### src/rtl/decodificador_teclado.sv
// Keypad replay decoder: turns a 4-bit key code into a timed one-hot keypad press followed by a release gap.
// Optional build macro DECOD_ERRO_EN adds the codigo_invalido one-cycle error pulse output.
module decodificador_teclado #(
  parameter int PRESS_CYCLES = 4,
  parameter int GAP_CYCLES   = 2
) (
  input  logic       clk,
  input  logic       reset_n,
  input  logic [3:0] BCD,
  input  logic       dado_valido,
  output logic       pronto,
  output logic [9:0] teclado,
  output logic       enablen,
  output logic       ocupado
`ifdef DECOD_ERRO_EN
  ,
  output logic       codigo_invalido
`endif
);

  localparam int CNT_MAX = (PRESS_CYCLES > GAP_CYCLES) ? PRESS_CYCLES : GAP_CYCLES;
  localparam int CNT_W   = $clog2(CNT_MAX + 1);
  localparam logic [CNT_W-1:0] PRESS_LAST = CNT_W'(PRESS_CYCLES - 1);
  localparam logic [CNT_W-1:0] GAP_LAST   = CNT_W'(GAP_CYCLES - 1);

  typedef enum logic [1:0] {
    IDLE  = 2'd0,
    PRESS = 2'd1,
    GAP   = 2'd2
  } state_t;

  state_t           state_q, state_d;
  logic [CNT_W-1:0] cnt_q, cnt_d;
  logic [9:0]       key_q, key_d;
  logic [9:0]       decodedLine;
  logic             accept;

  // Invalid codes map to all-zero, which doubles as the validity test.
  always_comb begin
    decodedLine = 10'd0;
    case (BCD)
      4'd15:   decodedLine = 10'b10_0000_0000;
      4'd6:    decodedLine = 10'b01_0000_0000;
      4'd14:   decodedLine = 10'b00_1000_0000;
      4'd1:    decodedLine = 10'b00_0100_0000;
      4'd9:    decodedLine = 10'b00_0010_0000;
      4'd5:    decodedLine = 10'b00_0001_0000;
      4'd13:   decodedLine = 10'b00_0000_1000;
      4'd3:    decodedLine = 10'b00_0000_0100;
      4'd11:   decodedLine = 10'b00_0000_0010;
      4'd7:    decodedLine = 10'b00_0000_0001;
      default: decodedLine = 10'd0;
    endcase
  end

  assign accept = dado_valido && (state_q == IDLE);

  always_comb begin
    state_d = state_q;
    cnt_d   = cnt_q;
    key_d   = key_q;
    case (state_q)
      IDLE: begin
        if (accept && (decodedLine != 10'd0)) begin
          state_d = PRESS;
          cnt_d   = '0;
          key_d   = decodedLine;
        end
      end
      PRESS: begin
        if (cnt_q == PRESS_LAST) begin
          state_d = GAP;
          cnt_d   = '0;
        end else begin
          cnt_d = cnt_q + 1'b1;
        end
      end
      GAP: begin
        if (cnt_q == GAP_LAST) begin
          state_d = IDLE;
          cnt_d   = '0;
        end else begin
          cnt_d = cnt_q + 1'b1;
        end
      end
      default: begin
        state_d = IDLE;
        cnt_d   = '0;
      end
    endcase
  end

  always_ff @(posedge clk or negedge reset_n) begin
    if (!reset_n) begin
      state_q <= IDLE;
      cnt_q   <= '0;
      key_q   <= 10'd0;
    end else begin
      state_q <= state_d;
      cnt_q   <= cnt_d;
      key_q   <= key_d;
    end
  end

  // Outputs come straight from registered state so the keypad lines never glitch.
  assign teclado = (state_q == PRESS) ? key_q : 10'd0;
  assign enablen = (state_q != PRESS);
  assign pronto  = (state_q == IDLE);
  assign ocupado = (state_q != IDLE);

`ifdef DECOD_ERRO_EN
  logic erro_q;

  always_ff @(posedge clk or negedge reset_n) begin
    if (!reset_n) begin
      erro_q <= 1'b0;
    end else begin
      erro_q <= accept && (decodedLine == 10'd0);
    end
  end

  assign codigo_invalido = erro_q;
`endif

endmodule

### config.mk
export PLATFORM = sky130hd
export DESIGN_NAME = decodificador_teclado
export DESIGN_NICKNAME = d
export VERILOG_FILES = /design/src/rtl/decodificador_teclado.sv
export SDC_FILE = /design/constraint.sdc
export NUM_CORES = 1
export LEC_CHECK = 0
export ABC_AREA = 1
export ABC_CLOCK_PERIOD_IN_PS = 2000
export CAP_MARGIN = 25
export CORE_MARGIN = 1
export CORE_UTILIZATION = 53
export CTS_CLUSTER_DIAMETER = 100
export DETAILED_ROUTE_END_ITERATION = 6
export PLACE_DENSITY = 0.9
export SLEW_MARGIN = 15
export SYNTH_ARGS = -nofsm -noshare
export SYNTH_HDL_FRONTEND = slang
export SYNTH_SLANG_ARGS = --single-unit
### constraint.sdc
create_clock -name clk -period 2 [get_ports clk]
set_input_delay 0.2 -clock clk [delete_from_list [all_inputs] [get_ports clk]]
set_output_delay 0.2 -clock clk [all_outputs]
set_load 0.02 [all_outputs]
[Yosys cells after proc, flatten, opt, wreduce, memory -nomap -nowiden]
Memory sizes are Yosys's and may differ from the RTL's.
Cells that the tools add are included.
W data, S select, Z words.
Operators by class
  add/sub/neg operators: 1
  mux-type cells: 9
  equality and inequality tests: 8
  reduce and logical (&&, ||, !) cells: 7
Operator list (number)
  $mux W10: 1
  $reduce_bool A10 Y1: 1
  $mux W3: 3
  $pmux W3 S3: 1
  $mux W2: 3
  $pmux W2 S3: 1
  $ne A2 B1 Y1 const B: 2
  $ne A2 B2 Y1 const B: 2
  $add A3 B1 Y3 const B: 1
  $eq A3 B1 Y1 const B: 1
  $eq A3 B2 Y1 const B: 1
  $reduce_and A3 Y1: 1
  $eq A2 B1 Y1 const B: 1
  $eq A2 B2 Y1 const B: 1
  $logic_and A1 B1 Y1: 2
  $logic_not A2 Y1: 1
  $reduce_and A2 Y1: 1
  $reduce_bool A2 Y1: 1
Word-level totals
  bits in registers: 15
  logic and storage cells: 29
  bits of input ports: 7
  output and inout port bits: 13
  memory bits (read-only): 160
  memories: 1
Memory list
  (no name shown): words 16, bits a word 10, read ports 1, clocked after Yosys merged registers in 0, write ports 0, RTL line 41  | case (BCD)

[Depth between registers and ports, before layout]
Gate-level depths: netlist (run 1).
  word-level depth: 5
  gate-level depth with buffers: 9
  gate-level depth less buffers: 9

[Worst setup path before layout (run 1)]
No wires, ideal clock.
  path kind: flip-flop to flip-flop
  start: register state_q[0]
  end: register key_q[7]
  clock period less this slack: 1.433 ns
  buffers on the path: 1
  library setup time: 0.123 ns
  cell stages (with the launch flop): 9
  data arrival time: 1.311 ns
  required time: 1.877 ns
  slack: 0.567 ns
  cell sequence: dfrtp_1 -> inv_1 -> ha_1 -> nand2_1 -> inv_2 -> nand2_4 -> buf_6 -> nand2_1 -> o21ai_1
On the way
  cells in the longest elaborated chain, start to end: 4
Ends and longest elaborated chain
  start, declared: RTL line 32  | state_t state_q, state_d;
  start signal, assigned: RTL line 99  | state_q <= state_d;
  $logic_not A2 Y1 *
  via pronto: RTL line 11  | output logic pronto,
  $logic_and A1 B1 Y1: RTL line 56  | assign accept = dado_valido && (state_q == IDLE);
  $logic_and A1 B1 Y1: RTL line 64  | if (accept && (decodedLine != 10'd0)) begin
  $reduce_and A2 Y1 (no source line) *
  end signal, assigned: RTL line 101  | key_q <= key_d;
  end, declared: RTL line 34  | logic [9:0] key_q, key_d;
The timed path passes the listed nets; every way through them passes the cells marked *.
A chain may end at the register's enable or synchronous reset.

[Worst setup path after layout (run 1)]
  start: register state_q[1]
  end: output enablen
On the way
  cells in the longest elaborated chain, start to end: 1
Ends and longest elaborated chain
  $ne A2 B1 Y1: RTL line 107  | assign enablen = (state_q != PRESS);
  end, declared: RTL line 13  | output logic enablen,
No other way between the ends.

==> impl_metrics.json, run 1 <==
{
  "ys_seq_area_share_pct": 39.95,
  "critPathCaptureType": "output port",
  "maxCapViolCount": 0,
  "critPathRequiredTime_ns": 1.80,
  "ctsRootBufferMaster": "clkbuf_4",
  "status": "finished clean",
  "top_usage_layer": "met2",
  "initial_core_util_pct": 59.60,
  "grt_pass1_vias": 882,
  "syn_nets": 145,
  "drive_gt1_share_pct": 8.553,
  "hpwl_um": 1480,
  "cts_num_sinks": 15,
  "hp-class": "in2async",
  "grt_pass1_wl_um": 3436,
  "die_x_um": 44.11,
  "cp.arrival_ns": 1.65,
  "setup_tns_ns": 0,
  "via_per_inst": 5.125,
  "use_met1_pct": 25.33,
  "die_h_um": 44.11,
  "cts-htree-levels": 1,
  "startpoint_type": "flop",
  "hold_buffers": 0,
  "fin_nets": 168,
  "slew_headroom_pct": 55.99,
  "yosysUniqueCellTypes": 16,
  "num_rows": 14,
  "clock_latency_ns": 0.28,
  "antenna_cells": 0,
  "tightest_slew_ns": 0.6581,
  "cts_buffer_depth": 2,
  "use_met2_pct": 45.59,
  "critPathMaxFanout": 12,
  "p_per_area_mw_per_mm2": 1060,
  "avgSynthCellArea_um2": 7.228,
  "min_period_ns": 1.846,
  "syn_area_um2": 939.7,
  "syn_to_final_growth_pct": 28.76,
  "rsz0062_at_grt": "no",
  "place_congestion": 0.7812,
  "dr.pass1.iters": 4,
  "synth_top_cells_by_area": "dfrtp_1, nand2_1, ha_1",
  "post_cts_buffers": 0,
  "drt_iter0_drc": 21,
  "num_vias": 861,
  "finClkSkew_ns": 0.003200,
  "yosys.area.top_type": "dfrtp_1",
  "synthCells": 130,
  "hold_viol_final": 0,
  "leakage_uw": 0.0008980,
  "finalNonFillerCells": 168,
  "portBuffers": 19,
  "gr-usage-all-layers_pct": 23.88,
  "ir_drop_uv": 724.5,
  "placed_cells": 164,
  "die_area_mm2": 0.001945,
  "drv_slew": 0,
  "max_freq_mhz": 541.7,
  "fin_crit_sh_pct": 92.29,
  "tritoncts": "yes",
  "io_pins": 20,
  "met3_usage_pct": 3.673,
  "cts_made_buffers": 3,
  "ys_warn_count": 0,
  "path_class": "reg2out",
  "core_mm2": 0.001577,
  "drt-total-wl_um": 1958,
  "synth_top_area_share_pct": 39.95,
  "overflow": 0,
  "setup_viol": 0,
  "wire_per_inst_um": 11.65,
  "drc": 0,
  "ys_ff_latch": 15,
  "antenna_found_initial": 0,
  "grt_max_degree": 16,
  "clk_pin_slew_ns": 0.08,
  "drtAntennaViolNets": 0
}
[flip-flops by register name, indices dropped and copies added, names as in the netlist]
register and cells:
key_q 10, cnt_q 3, state_q 2
[Yosys cell counts]
library cell   n
nand3b_1       1
nor3_1         1
dfrtp_1       15
inv_2          4
o21ai_1        4
a21oi_2        1
buf_6          1
nand2_1       48
ha_1           8
nand2_4        2
nand4_1        2
nand2_2        1
nand3_1       13
buf_2          1
inv_1         23
nor2_1         5
[stage by stage]
stage	setup WS (ns)	util [%]	cell area, um2	total power (uW)	hold WS [ns]
floorplan	0.5666	-	939.7	879.8	-0.09559
global placement	0.2058	72.38	1141	1067	0.4675
detailed placement	0.1280	72.38	1141	1097	0.4650
CTS	0.01327	74.84	1180	1291	0.3436
global route	0.06064	76.75	1210	1382	0.3777
finish	0.1541	76.75	1210	1282	0.3194
[layer usage]
| layer | part of all wire (%) | wire, um |
|---|---|---|
| met1 | 42 | 820 |
| met2 | 53 | 1044 |
| met3 | 3.2 | 62 |
| met4 | 1.6 | 31 |
| met5 | 0 | 0 |
[power breakdown]
part           total (uW)  switching (uW)  internal [uW]
registers             428            53.7            374
logic                 686             415            271
clock network         168            90.4           77.3
total                1280             559            723
[area by class of cell]
class	count	area (um2)
multi-input combinational	86	459.2
tap	16	20.02
clock buffer	4	26.28
inverter	27	101.3
fill	111	366.6
sequential	15	375.4
timing repair buffer	20	227.7
[cell families after synthesis]
| logic type | synth area share (%) |
|---|---|
| compound gates | 3.063 |
| fa+ha+maj | 10.65 |
| buf+inv | 12.52 |
| flops | 39.95 |
| simple gates | 33.82 |
[path summary, 6_finish.rpt]
| kind | start | endpoint | slack, ns | cells past startpoint |
|---|---|---|---|---|
| max in group asynchronous | reset_n | cnt_q[0]$_DFFE_PN0P_ | 1.26 | 1 |
| max | state_q[1]$_DFFE_PN0P_ | enablen | 0.15 | 4 |
| min reg2reg | key_q[4]$_DFFE_PN0P_ | key_q[4]$_DFFE_PN0P_ | 0.48 | 2 |
| min in group clk | key_q[4]$_DFFE_PN0P_ | key_q[4]$_DFFE_PN0P_ | 0.48 | 2 |
| max reg2reg | state_q[0]$_DFFE_PN0P_ | state_q[1]$_DFFE_PN0P_ | 0.43 | 9 |
| min | reset_n | key_q[7]$_DFFE_PN0P_ | 0.32 | 1 |
[timing repair]
action	4_1_cts	5_1_grt
resized for setup	2	12
pin swaps	0	0
endpoints found under the setup margin	11	12
[worst max-delay path, stage by stage (launching register included)]
cell             delay (ns)
dfrtp_1                0.38
inv_1                  0.11
ha_4                   0.22
inv_2                  0.07
clkdlybuf4s50_1        0.59
[cells in the final DEF, fill, tap and decap left out]
cell type,instances
nand3_1,13
clkbuf_4,3
inv_2,4
ha_1,7
dfrtp_1,15
nor3_1,1
ha_4,1
nand2_1,48
nand3b_1,1
clkdlybuf4s50_1,7
nand4_1,2
buf_4,1
nand2_4,2
nor2_1,5
inv_1,23
dlymetal6s2s_1,12
clkbuf_1,1
o21ai_1,4
a21oi_2,1
nand2_2,1
Note: power is estimated with default switching activity, not from simulation.
==> run 2: changes to the inputs <==
==> constraint.sdc (replaced) <==
create_clock -name clk -period 2 [get_ports clk]
set_input_delay 0.4 -clock clk [delete_from_list [all_inputs] [get_ports clk]]
set_output_delay 0.4 -clock clk [all_outputs]
set_load 0.02 [all_outputs]
==> impl_metrics.json, run 2 (synthesis results as in run 1) <==
{
  "ir_drop_uv": 750.3,
  "syn_to_final_growth_pct": 22.24,
  "tightest_slew_ns": 0.6525,
  "hold_viol_final": 0,
  "critPathRequiredTime_ns": 1.60,
  "grt_pass1_vias": 780,
  "num_rows": 14,
  "slew_headroom_pct": 56.36,
  "most-common-layout-cells": "nand2_1, inv_1, dfrtp_1, nand3_1, ha_1",
  "hp-class": "reg2reg",
  "antenna_cells": 0,
  "grt_max_degree": 16,
  "core_mm2": 0.001577,
  "critPathCaptureType": "output port",
  "gr-usage-all-layers_pct": 21.03,
  "initial_core_util_pct": 59.60,
  "drtAntennaViolNets": 0,
  "final_common_cell": "nand2_1",
  "portBuffers": 19,
  "drv_slew": 0,
  "die_h_um": 44.11,
  "fin_nets": 169,
  "drt_iter0_drc": 12,
  "drive_gt1_share_pct": 11.11,
  "fin_crit_sh_pct": 95.86,
  "cts_buffer_depth": 2,
  "overflow": 0,
  "tritoncts": "yes",
  "min_period_ns": 1.917,
  "largestRegisters": "key_q (10), cnt_q (3), state_q (2)",
  "critPathMaxFanout": 6,
  "maxCapViolCount": 0,
  "antenna_found_initial": 0,
  "clk_pin_slew_ns": 0.08,
  "post_cts_buffers": 0,
  "finClkSkew_ns": 0.003353,
  "drt-total-wl_um": 1744,
  "clock_latency_ns": 0.29,
  "place_congestion": 0.8581,
  "status": "finished clean",
  "die_area_mm2": 0.001945,
  "largest-register": "key_q",
  "via_per_inst": 5.083,
  "dr.pass1.iters": 4,
  "p_per_area_mw_per_mm2": 1061,
  "setup_viol": 0,
  "cts_made_buffers": 3,
  "ctsRootBufferMaster": "clkbuf_4",
  "path_class": "reg2out",
  "num_vias": 859,
  "startpoint_type": "flop",
  "leakage_uw": 0.0007223,
  "grt_pass1_wl_um": 3008,
  "hold_buffers": 0,
  "whs_ns": 0.4843,
  "max_freq_mhz": 521.6,
  "hpwl_um": 1447,
  "largest_reg_flops": 10,
  "cp.arrival_ns": 1.52,
  "rsz0062_at_grt": "no",
  "wire_per_inst_um": 10.32,
  "cts-htree-levels": 1,
  "die_x_um": 44.11,
  "cts_num_sinks": 15,
  "setup_tns_ns": 0,
  "io_pins": 20,
  "drc": 0
}
==> run 2: layout make-up <==
cell class                 instances  area [um2]
multi-input combinational         86       446.7
fill                             139       427.9
sequential                        15       375.4
timing repair buffer              21       178.9
inverter                          27       101.3
clock buffer                       4       26.28
tap                               16       20.02
==> run 2: power by group <==
group / switching [uW] / internal, uW / leakage (uW)
Clock: 90.9 / 77.6 / 0.0000150
Combinational: 397 / 233 / 0.000504
Sequential: 46.2 / 374 / 0.000203
Total: 534 / 685 / 0.000722
==> run 2: path summary, 6_finish.rpt <==
| kind | start | endpoint | slack, ns | cells after the start |
|---|---|---|---|---|
| max | state_q[1]$_DFFE_PN0P_ | teclado[5] | 0.08 | 6 |
| min | key_q[2]$_DFFE_PN0P_ | key_q[2]$_DFFE_PN0P_ | 0.48 | 2 |
| max reg2reg | state_q[0]$_DFFE_PN0P_ | state_q[1]$_DFFE_PN0P_ | 0.51 | 9 |
| min reg2reg | key_q[2]$_DFFE_PN0P_ | key_q[2]$_DFFE_PN0P_ | 0.48 | 2 |
| max in group asynchronous | reset_n | cnt_q[2]$_DFFE_PN0P_ | 1.07 | 1 |
| min in group asynchronous | reset_n | key_q[0]$_DFFE_PN0P_ | 0.51 | 1 |
==> run 2: worst max-delay path: stages (launching register included) <==
cell	delay (ns)
dfrtp_1	0.41
inv_1	0.10
ha_1	0.17
buf_4	0.14
nand2_1	0.05
inv_1	0.04
dlygate4sd2_1	0.32
==> run 2: timing repair <==
item | CTS | global route
gates resized for setup | 13 | 12
cloned | 0 | 0
pin swaps | 0 | 0
setup endpoints to repair | 13 | 8
endpoints found under the hold margin | 0 | 0
==> run 2: per-stage QoR <==
| stage | setup WS [ns] | total power [uW] | area, um2 | utilization, % | instances |
|---|---|---|---|---|---|
| after floorplan | 0.5042 | 879.8 | 939.7 | - | 130 |
| after global placement | 0.1450 | 1079 | 1149 | 72.86 | 165 |
| after detailed placement | 0.09006 | 1099 | 1149 | 72.86 | 165 |
| after CTS | 0.03867 | 1231 | 1159 | 73.49 | 169 |
| after global routing | 0.0003747 | 1325 | 1149 | 72.86 | 169 |
| final | 0.08280 | 1219 | 1149 | 72.86 | 169 |
==> run 2: metal layers <==
layer	vias up	part of all wire [%]	global-route usage, %
met1	401	43	24.21
met4	0	0.57	6.667
met2	18	53	36.47
li1	438	-	-
met5	-	0	0
met3	2	4.0	7.347
